### config.mk
export PLATFORM = sky130hd
export DESIGN_NAME = bcd_dabble_converter
export DESIGN_NICKNAME = d
export VERILOG_FILES = /design/src/rtl/bcd_dabble_converter.sv
export SDC_FILE = /design/constraint.sdc
export NUM_CORES = 1
export LEC_CHECK = 0
export BUFFER_PORTS_ARGS = -buffer_cell sky130_fd_sc_hd__buf_2
export CELL_PAD_IN_SITES_DETAIL_PLACEMENT = 0
export CELL_PAD_IN_SITES_GLOBAL_PLACEMENT = 1
export CORE_UTILIZATION = 45
export DETAILED_ROUTE_END_ITERATION = 8
export HOLD_SLACK_MARGIN = 0.06
export PLACE_DENSITY_LB_ADDON = 0.2
export SLEW_MARGIN = 30
export SYNTH_ARGS = -nofsm -noshare
export SYNTH_HDL_FRONTEND = slang
export SYNTH_SLANG_ARGS = --single-unit
### constraint.sdc
create_clock -name clk -period 3.2 [get_ports clk]
set_input_delay 0.48 -clock clk [delete_from_list [all_inputs] [get_ports clk]]
set_output_delay 0.48 -clock clk [all_outputs]
set_load 0.005 [all_outputs]
### src/rtl/bcd_dabble_converter.sv
`timescale 1ns/1ps
// bcd_dabble_converter
// Sequential binary-to-BCD converter (shift-and-add-3), one input bit per clock.
//
// Parameters:
//   BIN_WIDTH - width of the unsigned binary input (>= 1)
//   DIGITS    - number of BCD digits produced (>= 1)
//
// Ports:
//   clk      - system clock, rising edge
//   reset_n  - synchronous active-low reset
//   start    - conversion request, sampled only while idle
//   bin      - value to convert, sampled on the accepting edge
//   busy     - high while a conversion is in progress
//   done     - one-cycle pulse when bcd/overflow are updated
//   bcd      - packed result, digit i at [4i+3:4i], digit 0 least significant
//   overflow - last converted value was >= 10^DIGITS
module bcd_dabble_converter #(
    parameter int BIN_WIDTH = 8,
    parameter int DIGITS    = 3
) (
    input  logic                  clk,
    input  logic                  reset_n,
    input  logic                  start,
    input  logic [BIN_WIDTH-1:0]  bin,
    output logic                  busy,
    output logic                  done,
    output logic [4*DIGITS-1:0]   bcd,
    output logic                  overflow
);

    localparam int CNT_W = $clog2(BIN_WIDTH + 1);
    localparam logic [CNT_W-1:0] LAST_SHIFT = CNT_W'(BIN_WIDTH - 1);

    typedef enum logic {
        IDLE,
        SHIFT
    } state_t;

    state_t                 state;
    logic [BIN_WIDTH-1:0]   shift_q;
    logic [4*DIGITS-1:0]    scratch_q;
    logic [CNT_W-1:0]       cnt_q;
    logic                   ovf_q;

    logic [4*DIGITS-1:0]    adjusted;
    logic [4*DIGITS-1:0]    scratch_next;
    logic                   ovf_next;

    // Per-digit add-3 correction, then the shift. The carry leaving the top
    // digit would be worth 10^DIGITS, so dropping it yields the value modulo
    // 10^DIGITS while the sticky flag records that it ever happened.
    always_comb begin
        adjusted = scratch_q;
        for (int unsigned i = 0; i < DIGITS; i++) begin
            if (scratch_q[4*i +: 4] >= 4'd5) begin
                adjusted[4*i +: 4] = scratch_q[4*i +: 4] + 4'd3;
            end
        end
        scratch_next = {adjusted[4*DIGITS-2:0], shift_q[BIN_WIDTH-1]};
        ovf_next     = ovf_q | adjusted[4*DIGITS-1];
    end

    always_ff @(posedge clk) begin
        if (!reset_n) begin
            state     <= IDLE;
            shift_q   <= '0;
            scratch_q <= '0;
            cnt_q     <= '0;
            ovf_q     <= 1'b0;
            busy      <= 1'b0;
            done      <= 1'b0;
            bcd       <= '0;
            overflow  <= 1'b0;
        end else begin
            done <= 1'b0;
            case (state)
                IDLE: begin
                    if (start) begin
                        shift_q   <= bin;
                        scratch_q <= '0;
                        cnt_q     <= '0;
                        ovf_q     <= 1'b0;
                        busy      <= 1'b1;
                        state     <= SHIFT;
                    end
                end
                SHIFT: begin
                    shift_q   <= shift_q << 1;
                    scratch_q <= scratch_next;
                    ovf_q     <= ovf_next;
                    cnt_q     <= cnt_q + CNT_W'(1);
                    if (cnt_q == LAST_SHIFT) begin
                        bcd      <= scratch_next;
                        overflow <= ovf_next;
                        done     <= 1'b1;
                        busy     <= 1'b0;
                        state    <= IDLE;
                    end
                end
                default: state <= IDLE;
            endcase
        end
    end

endmodule

==> qor.csv, run 1 <==
metric,value,unit
p_clk_frac,0.424,
slowest_delay,420,ps
final_common_cell,dfxtp_1,
final_antenna_net_count,0,
nets,241,
root_buffer,clkbuf_8,
cts_sinks,41,
synth_nets,217,
grt_pass1_vias,1384,
dieHeight,65.0,um
stdcell_area,0.00206,mm^2
ys_seq_area_frac,0.460,
hold_viol,0,
async_reset_ff_frac,0,
ir_worst_vdd,0.000343,V
rsz0062_at_grt,false,
comb_power_share,0.060,
ioPinCount,26,
fin_skew,7.78,ps
ys_ff_latch,41,
crit_path_max_fanout,13,
critPathTopFamily,simple AND/OR/NAND/NOR gates,
drc,0,
grt_antenna_before_repair,0,
worst_pin_slew,619,ps
crit_buf_inv,1,
drtPass1Iterations,4,
place_area,0.00194,mm^2
sw_frac_of_total,0.219,
cts_setup_buffers,0,
synth_top_cell_area_share,0.460,
row_count,22,
cts_tree,done,
grt_pass1_wl,6080,um
setup-tns-final,0,ps
netlist_instances,199,
clk_pin_slew_worst_paths,80,ps
io_buffers,25,
post_cts_resized,0,
dieArea,0.00422,mm^2
max_freq,591,MHz
yosysWarnings,0,
p_leak,0.784,nW
reg2reg_slack,1510,ps
final_core_utilization,0.549,
routed_wl,3590,um
cts_inserted_buffers,5,
area_growth,15.2,%
drt-initial-drc-count,82,
vias,1462,
final_cell_mix,"dfxtp_1, buf_2, a21oi_1",
synth.area.top_cells,"dfxtp_1, a21oi_1, mux2i_1",
path_cells,"ha_1, and2_2, nand4_1, clkinv_1, a22o_1",
setup_viol,0,
synth_ff_type,dfxtp_1,
cts-htree-levels,2,
die_w,65.0,um
synth.distinct_cells,32,
switching_power,0.223,mW
total_power,1.02,mW
required,3390,ps
p_int,0.796,mW
synth_edf_count,0,
grt_start_max_net_pins,41,
core_area,0.00374,mm^2
outcome,completed,
grt_overflow,0,
gp_congestion,0.811,
antenna_cells,0,
worstPathArrival,1880,ps
crit_path_end_kind,flop,
cp_slowest_cell,nand4_1,
initial_core_util,0.477,
power_frac_seq,0.516,
clockBufferDepth,2,
clkLatencyLatePin,290,ps
p_per_area,495,mW/mm^2
fin_crit_sh,0.529,
start_kind,flop,
period_needed,1690,ps
grt_usage,0.191,
critPathKind,flop to flop,
cts_hold_buf,0,
max_slew_margin,0.586,
wl_per_cell,13.2,um
dp.final_hpwl,2470,um
synth_area,0.00178,mm^2
drive_gt1_frac,0.183,
via_per_inst,5.38,
slew_violations,0,
syn_avg_cell_area,8.97,um^2
hold_class,flop to flop,
cap_violations,0,
synth_top_area_cell,dfxtp_1,
-- cell families after synthesis --
| kind of cell | after synthesis | share of synthesized area |
|---|---|---|
| fa+ha+maj | 7 | 0.0491 |
| xor+xnor | 3 | 0.0147 |
| mux | 12 | 0.0715 |
| compound gates | 57 | 0.198 |
| simple gates | 57 | 0.156 |
| buf+inv | 22 | 0.0505 |
| flops | 41 | 0.460 |
-- final cells by class --
type	count	area [um^2]
Multi-Input combinational cell	136	873
Clock buffer	6	82.6
Sequential cell	41	821
Fill cell	374	1690
Clock inverter	2	37.5
Inverter	13	48.8
Timing Repair Buffer	26	133
Tap cell	48	60.1
-- final timing paths --
kind                              end  cells after the start             startpoint
setup / recovery  bcd[0]$_SDFFE_PN0P_                      5  cnt_q[0]$_SDFFE_PN0P_
hold / removal    bcd[6]$_SDFFE_PN0P_                      2    bcd[6]$_SDFFE_PN0P_
hold reg to reg   bcd[6]$_SDFFE_PN0P_                      2    bcd[6]$_SDFFE_PN0P_
setup reg to reg  bcd[0]$_SDFFE_PN0P_                      5  cnt_q[0]$_SDFFE_PN0P_
-- tightest hold or removal path, cell delays in order, from the launching register on --
cell     delay [ps]
dfxtp_1         310
nand2_1          50
o21ai_1          50
-- Yosys cell counts (3+ instances only) --
master / n
dfxtp_1: 41
a21oi_1: 22
nor2_1: 18
o21ai_1: 18
nand2_1: 14
inv_1: 10
mux2i_1: 9
nor3b_1: 9
o32ai_1: 8
ha_1: 7
buf_2: 6
nand3_1: 4
nor3_1: 4
nand2b_1: 3
nor2b_1: 3
xnor2_1: 3
-- power by group through the flow --
stage                     Sequential [mW]  Combinational (mW)  Clock, mW
after floorplan                     0.536              0.0446          0
after global placement              0.537              0.0603          0
after detailed placement            0.538              0.0619          0
after CTS                           0.525              0.0622      0.441
after global routing                0.527              0.0694      0.469
final                               0.525              0.0614      0.432
-- registers in the layout, summed over array words and instances, names as in the netlist --
| signal | flops |
|---|---|
| scratch_q | 12 |
| done | 1 |
| cnt_q | 4 |
| ovf_q | 1 |
| overflow | 1 |
| shift_q | 8 |
| state | 1 |
| bcd | 12 |
| busy | 1 |
-- per-layer routing --
layer  vias up  routed length, um  track usage
met3         5                116       0.0599
li1        744                  -            -
met1       688               1590        0.213
met4         0                 47       0.0722
met5         -                  0            0
met2        25               1840        0.335
-- through the flow --
step / hold WS, ps / setup slack (ps) / cells
floorplan: 442 / 1740 / 199
global placement: 434 / 1560 / 264
detailed placement: 434 / 1500 / 264
CTS: 445 / 1500 / 272
global route: 469 / 1390 / 272
finish: 441 / 1510 / 272
Note: power is estimated with default switching activity, not from simulation.
==> inputs of run 2 (changes only) <==
--- a/config.mk
+++ b/config.mk
@@ -8,7 +8,7 @@
 export BUFFER_PORTS_ARGS = -buffer_cell sky130_fd_sc_hd__buf_2
 export CELL_PAD_IN_SITES_DETAIL_PLACEMENT = 0
 export CELL_PAD_IN_SITES_GLOBAL_PLACEMENT = 1
-export CORE_UTILIZATION = 45
+export CORE_UTILIZATION = 42
 export DETAILED_ROUTE_END_ITERATION = 8
 export HOLD_SLACK_MARGIN = 0.06
 export PLACE_DENSITY_LB_ADDON = 0.2
==> constraint.sdc (replaced) <==
create_clock -name clk -period 1.73 [get_ports clk]
set_input_delay 0.2595 -clock clk [delete_from_list [all_inputs] [get_ports clk]]
set_output_delay 0.2595 -clock clk [all_outputs]
set_load 0.005 [all_outputs]
==> qor.csv, run 2 (same netlist as run 1, synthesis figures left out) <==
metric,value,unit,change
outcome,completed,,unchanged
worst_pin_slew,545,ps,was 619 ps
reg2reg_slack,120,ps,was 1510 ps
row_count,23,,was 22
drt-initial-drc-count,38,,was 82
final_cell_mix,"dfxtp_1, buf_2, a21oi_1",,unchanged
reg_top3,"bcd: 12 flops, scratch_q: 12 flops, shift_q: 8 flops",,unchanged
max_freq,623,MHz,was 591 MHz
die_w,67.2,um,was 65.0 um
grt_start_max_net_pins,26,,was 41
cts_inserted_buffers,5,,unchanged
ir_worst_vdd,0.000417,V,was 0.000343 V
routed_wl,3470,um,was 3590 um
slowest_delay,390,ps,was 420 ps
slew_violations,0,,unchanged
nets,244,,was 241
core_area,0.00403,mm^2,was 0.00374 mm^2
io_buffers,25,,unchanged
via_per_inst,5.13,,was 5.38
worstPathArrival,1810,ps,was 1880 ps
crit_path_max_fanout,5,,was 13
wl_per_cell,12.6,um,was 13.2 um
start_kind,flop,,unchanged
dieHeight,67.2,um,was 65.0 um
grt_overflow,0,,unchanged
initial_core_util,0.443,,was 0.477
final_core_utilization,0.509,,was 0.549
clk_pin_slew_worst_paths,70,ps,was 80 ps
crit_path_end_kind,flop,,unchanged
cts-htree-levels,2,,unchanged
drtPass1Iterations,4,,unchanged
cp_slowest_cell,mux2_2,,was nand4_1
grt_antenna_before_repair,0,,unchanged
p_clk_frac,0.362,,was 0.424
critPathKind,flop to flop,,unchanged
cts_sinks,41,,unchanged
max_slew_margin,0.635,,was 0.586
grt_pass1_vias,1354,,"was 1,384"
setup-tns-final,0,ps,unchanged
setup_viol,0,,unchanged
crit_buf_inv,1,,unchanged
antenna_cells,0,,unchanged
grt_pass1_wl,5950,um,was 6080 um
clockBufferDepth,2,,unchanged
cts_hold_buf,0,,unchanged
dp.final_hpwl,2490,um,was 2470 um
path_cells,"inv_1, ha_1, nand2b_1, a21oi_1, mux2_2, o32ai_1",,"was ha_1, and2_2, nand4_1, clkinv_1, a22o_1"
power_frac_seq,0.571,,was 0.516
clkLatencyLatePin,290,ps,about the same
whs,261,ps,was 441 ps
area_growth,14.9,%,was 15.2%
rsz0062_at_grt,false,,unchanged
switching_power,0.382,mW,was 0.223 mW
grt_usage,0.180,,was 0.191
vias,1416,,"was 1,462"
cts_tree,done,,unchanged
gp_congestion,0.806,,was 0.811
root_buffer,clkbuf_8,,unchanged
period_needed,1610,ps,was 1690 ps
cts_setup_buffers,0,,unchanged
final_antenna_net_count,0,,unchanged
p_int,1.32,mW,was 0.796 mW
sw_frac_of_total,0.224,,was 0.219
hold_viol,0,,unchanged
p_leak,0.783,nW,was 0.784 nW
cap_violations,0,,unchanged
comb_power_share,0.068,,was 0.060
required,1930,ps,was 3390 ps
hold_class,input port to flop,,was flop to flop
final_common_cell,dfxtp_1,,unchanged
drc,0,,unchanged
fin_skew,6.13,ps,was 7.78 ps
critPathTopFamily,multiplexers,,was simple AND/OR/NAND/NOR gates
fin_crit_sh,0.928,,was 0.529
p_per_area,831,mW/mm^2,was 495 mW/mm^2
drive_gt1_frac,0.190,,was 0.183
ioPinCount,26,,unchanged
dieArea,0.00451,mm^2,was 0.00422 mm^2
run 2: changes by cell type in the layout (fill, tap and decap cells not counted):
cell	before	now
bufinv_16	1	0
ha_2	0	1
clkbuf_1	0	1
buf_4	1	4
ha_1	7	6
clkinvlp_4	1	0
run 2: timing repair:
action / in CTS / in global routing
endpoints found under the hold margin: 0 / 0
endpoints found under the setup margin: 0 / 1
resized for setup: 0 / 1
run 2: worst reg2reg max path, stage by stage, from the launching register on:
cell and delay (ps):
dfxtp_1 320, inv_1 110, ha_1 270, nand2b_1 90
a21oi_1 240, mux2_2 390, o32ai_1 110
run 2: path summary, 6_finish.rpt:
kind | from | to | cells after the start
min | bin[0] | shift_q[0]$_SDFFE_PN0P_ | 3
max reg2reg | scratch_q[1]$_SDFFE_PN0P_ | scratch_q[2]$_SDFFE_PN0P_ | 6
min reg2reg | bcd[6]$_SDFFE_PN0P_ | bcd[6]$_SDFFE_PN0P_ | 2
max | scratch_q[1]$_SDFFE_PN0P_ | scratch_q[2]$_SDFFE_PN0P_ | 6
run 2: through the flow:
stage                     power [mW]  area [um^2]  std cells  worst slack [ps]
final                           1.70         2050        276               125
after floorplan                 1.07         1780        199               268
after global routing            1.79         2050        276             0.357
after global placement          1.11         1960        269               171
after CTS                       1.74         2050        276               105
after detailed placement        1.11         1960        269               131
run 2: area by class of cell:
cell class / count / area (um^2)
Clock buffer: 7 / 86.3
Fill cell: 396 / 1980
Inverter: 13 / 48.8
Multi-Input combinational cell: 136 / 876
Sequential cell: 41 / 821
Tap cell: 50 / 62.6
Timing Repair Buffer: 29 / 155
run 2: metal layers:
metal  GRT usage  wire length (um)  vias up
met2       0.308              1660       24
met4       0.112               112        0
met3      0.0456               124       10
li1            -                 -      754
met5           0                 0        -
met1       0.197              1580      628
run 2: power by group through the flow:
stage          clock [mW]  combinational, mW  sequential (mW)
2_1_floorplan           0             0.0826            0.992
3_3_place_gp            0              0.116            0.993
3_5_place_dp            0              0.118            0.994
4_1_cts             0.648              0.118            0.972
5_1_grt             0.685              0.131            0.974
6_report            0.616              0.116            0.972
